### src/rtl/clk_glitch_pkg.sv
// Shared types and constants for the clock-glitch responder.
//   resp_state_e    : responder FSM state, 3-bit encoding visible on state_o
//   EVT_CNT_W       : width of every event counter (window and total)
//   EVT_CNT_MAX     : saturation value of the event counters
//   resp_out_t      : the four control outputs driven by the FSM
//   state_outputs() : control-output pattern that belongs to each state
package clk_glitch_pkg;

  typedef enum logic [2:0] {
    ST_IDLE    = 3'd0,
    ST_MONITOR = 3'd1,
    ST_HALT    = 3'd2,
    ST_RESET   = 3'd3,
    ST_LOCKED  = 3'd4
  } resp_state_e;

  localparam int                   EVT_CNT_W   = 8;
  localparam logic [EVT_CNT_W-1:0] EVT_CNT_MAX = 8'd255;

  typedef struct packed {
    logic halt_req;
    logic fetch_block;
    logic core_rst_req;
    logic locked;
  } resp_out_t;

  // Outputs are registered together with the state, so the FSM loads the
  // pattern of the state it is entering.
  function automatic resp_out_t state_outputs(input resp_state_e s);
    resp_out_t o;
    o = '0;
    case (s)
      ST_HALT: begin
        o.halt_req    = 1'b1;
        o.fetch_block = 1'b1;
      end
      ST_RESET: begin
        o.core_rst_req = 1'b1;
        o.fetch_block  = 1'b1;
      end
      ST_LOCKED: begin
        o.fetch_block = 1'b1;
        o.locked      = 1'b1;
      end
      default: o = '0;
    endcase
    return o;
  endfunction

endpackage

### src/rtl/clk_glitch_event_window.sv
// Event detection and windowed event counting.
//   clk, rst         : clock, asynchronous active-high reset
//   run              : high while the responder is monitoring; low holds the
//                      window position and window count at zero
//   alarm_i          : per-lane alarm levels from the detector
//   mismatch_i       : detector mismatch level
//   event_o          : one-cycle pulse on each rising edge of any alarm source
//   threshold_hit_o  : window count has reached ALARM_THRESHOLD
module clk_glitch_event_window
  import clk_glitch_pkg::*;
#(
  parameter int NUMBER_OF_CLK   = 4,
  parameter int ALARM_THRESHOLD = 2,
  parameter int WINDOW_CYCLES   = 256
) (
  input  logic                     clk,
  input  logic                     rst,
  input  logic                     run,
  input  logic [NUMBER_OF_CLK-1:0] alarm_i,
  input  logic                     mismatch_i,
  output logic                     event_o,
  output logic                     threshold_hit_o
);

  localparam int WIN_W = $clog2(WINDOW_CYCLES);

  logic                 raw;
  logic                 raw_q;
  logic [WIN_W-1:0]     win_pos;
  logic [EVT_CNT_W-1:0] win_evt;

  assign raw     = (|alarm_i) | mismatch_i;
  // A held level produces a single event: only the low-to-high step counts.
  assign event_o = raw & ~raw_q;

  always_ff @(posedge clk or posedge rst) begin
    if (rst) begin
      raw_q <= 1'b0;
    end else begin
      raw_q <= raw;
    end
  end

  always_ff @(posedge clk or posedge rst) begin
    if (rst) begin
      win_pos <= '0;
      win_evt <= '0;
    end else if (!run) begin
      win_pos <= '0;
      win_evt <= '0;
    end else begin
      // WINDOW_CYCLES is a power of two, so the position wraps on its own.
      win_pos <= win_pos + 1'b1;
      if (win_pos == WIN_W'(WINDOW_CYCLES - 1)) begin
        // An event in the last cycle of a window opens the next window.
        win_evt <= {{(EVT_CNT_W-1){1'b0}}, event_o};
      end else if (event_o && (win_evt != EVT_CNT_MAX)) begin
        win_evt <= win_evt + 1'b1;
      end
    end
  end

  assign threshold_hit_o = run && (win_evt >= EVT_CNT_W'(ALARM_THRESHOLD));

endmodule

### src/rtl/clk_glitch_responder.sv
// Graded core response to clock-glitch alarms.
// Counts alarm events per window; on reaching the threshold it halts the core
// (halt_req_o/halt_ack_i), pulses a core reset request, and after
// MAX_ESCALATIONS completed resets locks out permanently until rst.
//   clk, rst        : clock, asynchronous active-high reset
//   en              : enables monitoring (ignored in HALT/RESET/LOCKED)
//   alarm_i         : per-lane alarm levels
//   mismatch_i      : detector mismatch level
//   clear_i         : clears alarm_src_o/alarm_count_o in IDLE or MONITOR
//   halt_ack_i      : core acknowledges the halt request
//   halt_req_o      : halt request to the core
//   fetch_block_o   : blocks instruction fetch
//   core_rst_req_o  : core reset request, RESET_HOLD cycles long
//   locked_o        : permanent lockout indicator
//   alarm_src_o     : sticky OR of lanes seen on counted events
//   alarm_count_o   : total counted events, saturating at 255
//   state_o         : current FSM state (resp_state_e encoding)
// Optional build macro GLITCH_RESP_IRQ_EN adds irq_mask_i and irq_o, a
// one-cycle pulse for every counted event unless masked.
module clk_glitch_responder
  import clk_glitch_pkg::*;
#(
  parameter int NUMBER_OF_CLK   = 4,
  parameter int ALARM_THRESHOLD = 2,
  parameter int WINDOW_CYCLES   = 256,
  parameter int HALT_TIMEOUT    = 16,
  parameter int RESET_HOLD      = 8,
  parameter int MAX_ESCALATIONS = 3
) (
  input  logic                     clk,
  input  logic                     rst,
  input  logic                     en,
  input  logic [NUMBER_OF_CLK-1:0] alarm_i,
  input  logic                     mismatch_i,
  input  logic                     clear_i,
  input  logic                     halt_ack_i,
  output logic                     halt_req_o,
  output logic                     fetch_block_o,
  output logic                     core_rst_req_o,
  output logic                     locked_o,
  output logic [NUMBER_OF_CLK-1:0] alarm_src_o,
  output logic [EVT_CNT_W-1:0]     alarm_count_o,
`ifdef GLITCH_RESP_IRQ_EN
  input  logic                     irq_mask_i,
  output logic                     irq_o,
`endif
  output logic [2:0]               state_o
);

  localparam int HALT_W = $clog2(HALT_TIMEOUT + 1);
  localparam int HOLD_W = $clog2(RESET_HOLD + 1);
  localparam int ESC_W  = $clog2(MAX_ESCALATIONS + 1);

  resp_state_e       state;
  resp_out_t         outs;
  logic [HALT_W-1:0] halt_cnt;
  logic [HOLD_W-1:0] hold_cnt;
  logic [ESC_W-1:0]  esc_cnt;
  logic              event_pulse;
  logic              threshold_hit;
  logic              counted;
  logic              clear_ok;

  clk_glitch_event_window #(
    .NUMBER_OF_CLK   (NUMBER_OF_CLK),
    .ALARM_THRESHOLD (ALARM_THRESHOLD),
    .WINDOW_CYCLES   (WINDOW_CYCLES)
  ) u_window (
    .clk             (clk),
    .rst             (rst),
    .run             (state == ST_MONITOR),
    .alarm_i         (alarm_i),
    .mismatch_i      (mismatch_i),
    .event_o         (event_pulse),
    .threshold_hit_o (threshold_hit)
  );

  // Halt handshake: halt_req_o rises on entry to HALT and stays high until
  // the first cycle halt_ack_i is sampled high (or the timeout expires); the
  // request drops on the following edge. The core may hold ack as long as it
  // likes; ack outside HALT is ignored.
  always_ff @(posedge clk or posedge rst) begin
    if (rst) begin
      state    <= ST_IDLE;
      outs     <= '0;
      halt_cnt <= '0;
      hold_cnt <= '0;
      esc_cnt  <= '0;
    end else begin
      case (state)
        ST_IDLE: begin
          if (en) begin
            state <= ST_MONITOR;
            outs  <= state_outputs(ST_MONITOR);
          end
        end
        ST_MONITOR: begin
          if (!en) begin
            state <= ST_IDLE;
            outs  <= state_outputs(ST_IDLE);
          end else if (threshold_hit) begin
            state    <= ST_HALT;
            outs     <= state_outputs(ST_HALT);
            halt_cnt <= '0;
          end
        end
        ST_HALT: begin
          // An ack in the timeout cycle takes the same exit as the timeout.
          if (halt_ack_i || (halt_cnt == HALT_W'(HALT_TIMEOUT - 1))) begin
            state    <= ST_RESET;
            outs     <= state_outputs(ST_RESET);
            hold_cnt <= '0;
          end else begin
            halt_cnt <= halt_cnt + 1'b1;
          end
        end
        ST_RESET: begin
          if (hold_cnt == HOLD_W'(RESET_HOLD - 1)) begin
            esc_cnt <= esc_cnt + 1'b1;
            if (esc_cnt == ESC_W'(MAX_ESCALATIONS - 1)) begin
              state <= ST_LOCKED;
              outs  <= state_outputs(ST_LOCKED);
            end else begin
              state <= ST_MONITOR;
              outs  <= state_outputs(ST_MONITOR);
            end
          end else begin
            hold_cnt <= hold_cnt + 1'b1;
          end
        end
        ST_LOCKED: begin
          state <= ST_LOCKED;
          outs  <= state_outputs(ST_LOCKED);
        end
        default: begin
          state <= ST_IDLE;
          outs  <= '0;
        end
      endcase
    end
  end

  assign counted  = event_pulse && (state != ST_IDLE);
  assign clear_ok = clear_i && ((state == ST_IDLE) || (state == ST_MONITOR));

  // Sticky status. A clear coinciding with a counted event restarts the
  // record from that event instead of dropping it.
  always_ff @(posedge clk or posedge rst) begin
    if (rst) begin
      alarm_src_o   <= '0;
      alarm_count_o <= '0;
    end else if (counted) begin
      if (clear_ok) begin
        alarm_src_o   <= alarm_i;
        alarm_count_o <= EVT_CNT_W'(1);
      end else begin
        alarm_src_o <= alarm_src_o | alarm_i;
        if (alarm_count_o != EVT_CNT_MAX) begin
          alarm_count_o <= alarm_count_o + 1'b1;
        end
      end
    end else if (clear_ok) begin
      alarm_src_o   <= '0;
      alarm_count_o <= '0;
    end
  end

`ifdef GLITCH_RESP_IRQ_EN
  always_ff @(posedge clk or posedge rst) begin
    if (rst) begin
      irq_o <= 1'b0;
    end else begin
      irq_o <= counted && !irq_mask_i;
    end
  end
`endif

  assign halt_req_o     = outs.halt_req;
  assign fetch_block_o  = outs.fetch_block;
  assign core_rst_req_o = outs.core_rst_req;
  assign locked_o       = outs.locked;
  assign state_o        = state;

endmodule
### config.mk
export PLATFORM = sky130hd
export DESIGN_NAME = clk_glitch_responder
export DESIGN_NICKNAME = d
export VERILOG_FILES = /design/src/rtl/clk_glitch_pkg.sv /design/src/rtl/clk_glitch_event_window.sv /design/src/rtl/clk_glitch_responder.sv
export SDC_FILE = /design/constraint.sdc
export NUM_CORES = 1
export LEC_CHECK = 0
export CORE_ASPECT_RATIO = 0.75
export CORE_MARGIN = 2
export CORE_UTILIZATION = 60
export CTS_CLUSTER_DIAMETER = 40
export DETAILED_ROUTE_END_ITERATION = 8
export PLACE_DENSITY = 0.82
export SYNTH_ARGS = -nofsm -noshare
export SYNTH_HDL_FRONTEND = slang
export SYNTH_SLANG_ARGS = --single-unit
### constraint.sdc
create_clock -name clk -period 4.65 [get_ports clk]
set_clock_uncertainty 0.2 [all_clocks]
set_input_delay 0.6975 -clock clk [delete_from_list [all_inputs] [get_ports clk]]
set_output_delay 0.6975 -clock clk [all_outputs]
set_load 0.005 [all_outputs]
# Word-level counts from Yosys, hierarchy flattened
# Cells that the tools add are included.
word_totals:
  inputBits: 10
  mem_bits_ro: 0
  n_memories: 0
  latch_bits: 0
  ram_bits: 0
  out_inout_bits: 19
  regBits: 47
classes:
  magnitude_cmp: 1
  add_sub_neg: 6
  n_eq_ne: 19
  div: 0
  muxes: 32
  shift: 0
  n_mul: 0
  bitwise_logic: 4
  n_reduce_logical: 18
ops:
  columns: ["operator", "n"]
  rows:
  - ["$mux W8", 8]
  - ["$mux W4", 10]
  - ["$add A8 B1 Y8 const B", 3]
  - ["$mux W3", 7]
  - ["$pmux W4 S5", 1]
  - ["$ne A8 B8 Y1 const B", 2]
  - ["$mux W5", 3]
  - ["$pmux W3 S5", 1]
  - ["$ne A2 B2 Y1 const B", 7]
  - ["$pmux W5 S2", 1]
  - ["$eq A8 B8 Y1 const B", 1]
  - ["$ge A8 B2 Y1 const B", 1]
  - ["$pmux W4 S2", 1]
  - ["$reduce_and A4 Y1", 2]
  - ["$reduce_bool A2 Y1", 4]
  - ["$eq A3 B2 Y1 const B", 2]
  - ["$ne A3 B3 Y1 const B", 2]
  - ["$add A5 B1 Y5 const B", 1]
  - ["$eq A5 B4 Y1 const B", 1]
  - ["$add A4 B1 Y4 const B", 1]
  - ["$eq A4 B3 Y1 const B", 1]
  - ["$logic_and A1 B1 Y1", 4]
  - ["$or A4 B4 Y4", 1]
  - ["$reduce_and A2 Y1", 2]
  - ["12 further kinds", 13]

# Depth between registers and ports, before layout
depth:
  word_depth: 7
  depth_mapped: 7
  mapped_depth_nobuf: 7

# Hierarchy
# A second synthesis with hierarchy kept.
hier_totals:
  cells_unflattened: 253
  area_unflattened_um2: 2527.4
modules_own_cells:
  columns: ["module", "cells_each", "n_inst", "area_each_um2"]
  rows:
  - ["clk_glitch_responder", 160, 1, 1609.0]
  - ["clk_glitch_event_window", 93, 1, 918.4]

# Worst setup path after synthesis
# OpenSTA, ideal clock, no wires.
synth_path:
  path_kind: "input to register"
  startpoint: "input port alarm_i[0]"
  endpoint: "register u_window.win_evt[5]"
  arrival_ns: 1.911
  cell_stages: 5
  n_path_buf: 1
  setup_time_ns: 0.134
  setup_slack_ns: 2.406
  cell_sequence: "or4_1 -> o21ai_1 -> buf_2 -> nor4_1 -> mux2i_1"
synth_between:
  elab_chain_cells: 5
synth_rtl:
  columns: ["item", "line", "rtl"]
  rows:
  - ["start, declared", "clk_glitch_responder.sv:33", "input logic [NUMBER_OF_CLK-1:0] alarm_i,"]
  - ["$reduce_or A4 Y1", "clk_glitch_event_window.sv:32", "assign raw = (|alarm_i) | mismatch_i;"]
  - ["$or A1 B1 Y1", "clk_glitch_event_window.sv:32", null]
  - ["$and A1 B1 Y1", "clk_glitch_event_window.sv:34", "assign event_o = raw & ~raw_q;"]
  - ["$logic_and A1 B1 Y1", "clk_glitch_event_window.sv:57", "end else if (event_o && (win_evt != EVT_CNT_MAX)) begin"]
  - ["$ne A3 B3 Y1 (no line)", null, null]
  - ["end signal, assigned", "clk_glitch_event_window.sv:56", "win_evt <= {{(EVT_CNT_W-1){1'b0}}, event_o};"]
  - ["end signal, assigned", "clk_glitch_event_window.sv:58", "win_evt <= win_evt + 1'b1;"]
  - ["end, declared", "clk_glitch_event_window.sv:30", "logic [EVT_CNT_W-1:0] win_evt;"]
# Every way passes these cells.
# A chain may end at the register's enable or synchronous reset.

# Worst setup path after layout
layout_path:
  startpoint: "input port alarm_i[0]"
  endpoint: "register u_window.win_evt[1]"
# Same word-level chain as after synthesis.

==> results.sh <==
export IMPL_cp_data_arrival_time_ns=2.81
export IMPL_antenna_cells_inserted=0
export IMPL_die_area_sq_um=4695
export IMPL_totalWireLength_microns=4834
export IMPL_tritoncts_clock_tree="yes"
export IMPL_cp_cell_sequence="clkdlybuf4s50_1, or4_1, o21ai_1, o21ai_0, a21boi_0"
export IMPL_detail_route_antenna_nets=0
export IMPL_vdd_ir_drop_worst_v=0.0001825
export IMPL_synth_enable_flop_cells=0
export IMPL_setup_slack_ns=1.875
export IMPL_post_cts_setup_buffers=0
export IMPL_synth_warning_count=0
export IMPL_clkLatencyLatePin_ns=0.31
export IMPL_gp_congestion=0.8055
export IMPL_drt_pre_antenna_iters=4
export IMPL_cts_max_path_buffers=2
export IMPL_setup_worst_path_start_class="primary input"
export IMPL_gr_usage_met1=0.3096
export IMPL_crit_required_ns=4.68
export IMPL_normalized_max_slew_margin=0.3541
export IMPL_netlist_area_leader_share=0.4714
export IMPL_crit_fanout=14
export IMPL_vias_per_cell=5.915
export IMPL_dpl_worst_slack_ns=1.592
export IMPL_post_layout_min_period_ns=2.775
export IMPL_max_cap_violations=0
export IMPL_grt_remaining_overflow=0
export IMPL_clk_pin_slew_ns=0.08
export IMPL_number_of_drc_markers_in_iteration_0=95
export IMPL_final_hold_worst_slack_ns=0.2695
export IMPL_clock_root_buffer="clkbuf_8"
export IMPL_die_w_microns=78.46
export IMPL_synth_async_reset_ratio=1.000
export IMPL_worst_setup_path_category="in -> reg"
export IMPL_mappedNetlistArea_sq_um=2495
export IMPL_report_final_setup_viol=0
export IMPL_critPathCaptureType="flip-flop"
export IMPL_post_synthesis_cell_type_count=57
export IMPL_hold_buffers=0
export IMPL_synth_net_count=268
export IMPL_status="completed"
export IMPL_seq_area_frac_synth=0.4714
export IMPL_synth_top_cells_by_area="dfrtp_1 (47%), ha_1 (4.0%), nand3_1 (3.4%)"
export IMPL_syn_inst_count=250
export IMPL_numCtsBuffers=5
export IMPL_groute_layer_met2_usage=0.3695
export IMPL_critPathBufInv=1
export IMPL_grt_pass1_wl_microns=8293
export IMPL_totalPowerFinal_w=0.001217
export IMPL_grt_setup_unrepaired="false"
export IMPL_gr_max_usage_layer="met2"
export IMPL_place_detailed_hpwl_microns=3397
export IMPL_synth_largest_area_cell="dfrtp_1"
export IMPL_min_period_over_period=0.5968
export IMPL_gr_layer_usage_met3=0.04683
export IMPL_portBuffers=28
export IMPL_cts_resized_gates=0
export IMPL_numClockSinks=47
export IMPL_timing_critical_path_max_delay_family="compound AO/OA/AOI/OAI gates"
export IMPL_initial_antenna_violation_count=0
export IMPL_vert_die_dim_microns=59.85
export IMPL_seq_cells_post_synth=47
export IMPL_dr_total_vias=1958
export IMPL_power_density_cell_area_nw_per_um2=420.9
export IMPL_flow_area_growth_from_synthesis_pct=15.90
export IMPL_post_route_cells_drive_above_1_share=0.07609
export IMPL_via_count_of_the_first_global_routing_pass=1888
export IMPL_wire_per_inst_microns=14.60
export IMPL_static_leak_nw=1.267
export IMPL_initial_core_util=0.6193
export IMPL_tightestPinTransition_ns=0.9675
export IMPL_grt_use_total=0.2286
export IMPL_fin_nets=294
export IMPL_synthesis_area_per_instance_sq_um=9.980
export IMPL_pin_count=29
export IMPL_slowest_delay_ns=0.70
export IMPL_hold_path_class="reg -> reg"
export IMPL_setup_tns_ns=0
export IMPL_core_sq_um=4029
export IMPL_grt_max_degree=48
export IMPL_dominantRegCellSynth="dfrtp_1"
export IMPL_floorplan_rows=20
export IMPL_finalMaxSlewViolations=0
export IMPL_cts_htree_levels=2
export IMPL_max_freq_ghz=0.3603
export IMPL_hold_vio_cnt_final=0
export IMPL_finalCoreUtilization=0.7177
export IMPL_remaining_drc_errors=0
export IMPL_critPathSlowestCell="o21ai_1"
==> layer usage <==
metal,share of wire,routed length (microns),up-vias
met5,0,0,-
met1,0.51,2442,953
li1,-,-,958
met2,0.45,2162,41
met4,0.013,65,0
met3,0.034,164,6
==> flip-flops by register name (all words and copies together), names as in the netlist <==
| name | cells |
|---|---|
| esc_cnt | 2 |
| u_window.win_evt | 8 |
| locked_o | 1 |
| halt_req_o | 1 |
| halt_cnt | 5 |
| alarm_src_o | 4 |
| state_o | 3 |
| core_rst_req_o | 1 |
| hold_cnt | 4 |
| u_window.raw_q | 1 |
| fetch_block_o | 1 |
| alarm_count_o | 8 |
| u_window.win_pos | 8 |
==> logic make-up (layout without fill, tap and decap cells) <==
logic type                 count (synthesis)  in the layout  synth area share
buffers and inverters                     20             46           0.03259
adders and majority gates                  8              8           0.04012
xor gates and xnor gates                  11             11           0.03861
and+or+nand+nor                          108            108            0.2437
AOI/OAI and AO/OA                         49             49            0.1429
muxes                                      7              7           0.03059
DFF                                       47             47            0.4714
==> metrics by stage <==
step / std cells / cell area, sq um
after floorplan: 250 / 2495
after global placement: 324 / 2804
after detailed placement: 324 / 2804
after CTS: 331 / 2892
after global routing: 331 / 2892
final: 331 / 2892
==> cell usage after synthesis, types with 5 or more instances <==
cell type   n
nor2_1     21
o31ai_1     7
buf_2       5
dfrtp_1    47
mux2i_1     5
inv_1      11
nand3_1    17
nand2b_1    5
nand2_1    20
and3_1      9
ha_1        8
o21ai_0     9
xor2_1      7
a21boi_0    5
==> cell type report <==
cell class / count / area, sq um
clock buffer: 6 / 82.58
clock inverter: 1 / 5.005
fill: 309 / 1137
inverter: 11 / 41.29
multi-input combinational: 183 / 1237
sequential: 47 / 1176
tap: 55 / 68.82
timing repair buffer: 28 / 280.3
==> cells in the final DEF (no fill, tap or decap), types with 2 or more instances in the layout <==
cell,n
dfrtp_1,47
clkdlybuf4s50_1,28
nor2_1,21
nand2_1,20
nand3_1,17
inv_1,10
o21ai_0,9
and3_1,9
ha_1,8
xor2_1,7
o31ai_1,7
clkbuf_8,6
mux2i_1,5
nand2b_1,5
a21boi_0,5
nor3b_1,4
a22o_1,4
or4_1,4
xnor2_1,4
o211ai_1,4
and2_1,3
or3_1,3
a21oi_1,3
nand3b_1,2
or4_4,2
o21a_1,2
and4_1,2
nand4_1,2
a31oi_1,2
nor4_1,2
==> final timing paths <==
kind,start,endpoint,slack (ns),depth (start not counted)
min in group asynchronous,rst,alarm_count_o[5],0.73,2
max,alarm_i[0],u_window.win_evt[1],1.87,5
max reg2reg,state_o[1],locked_o,2.29,4
min,u_window.win_pos[0],u_window.win_pos[0],0.27,1
max in group asynchronous,rst,alarm_count_o[1],2.91,2
min reg2reg,u_window.win_pos[0],u_window.win_pos[0],0.27,1
==> power by group <==
group | switching (W) | internal [W]
Sequential | 0.0000766 | 0.000482
Clock | 0.000134 | 0.000117
Combinational | 0.000204 | 0.000204
Power figures use the tool's default switching activity.
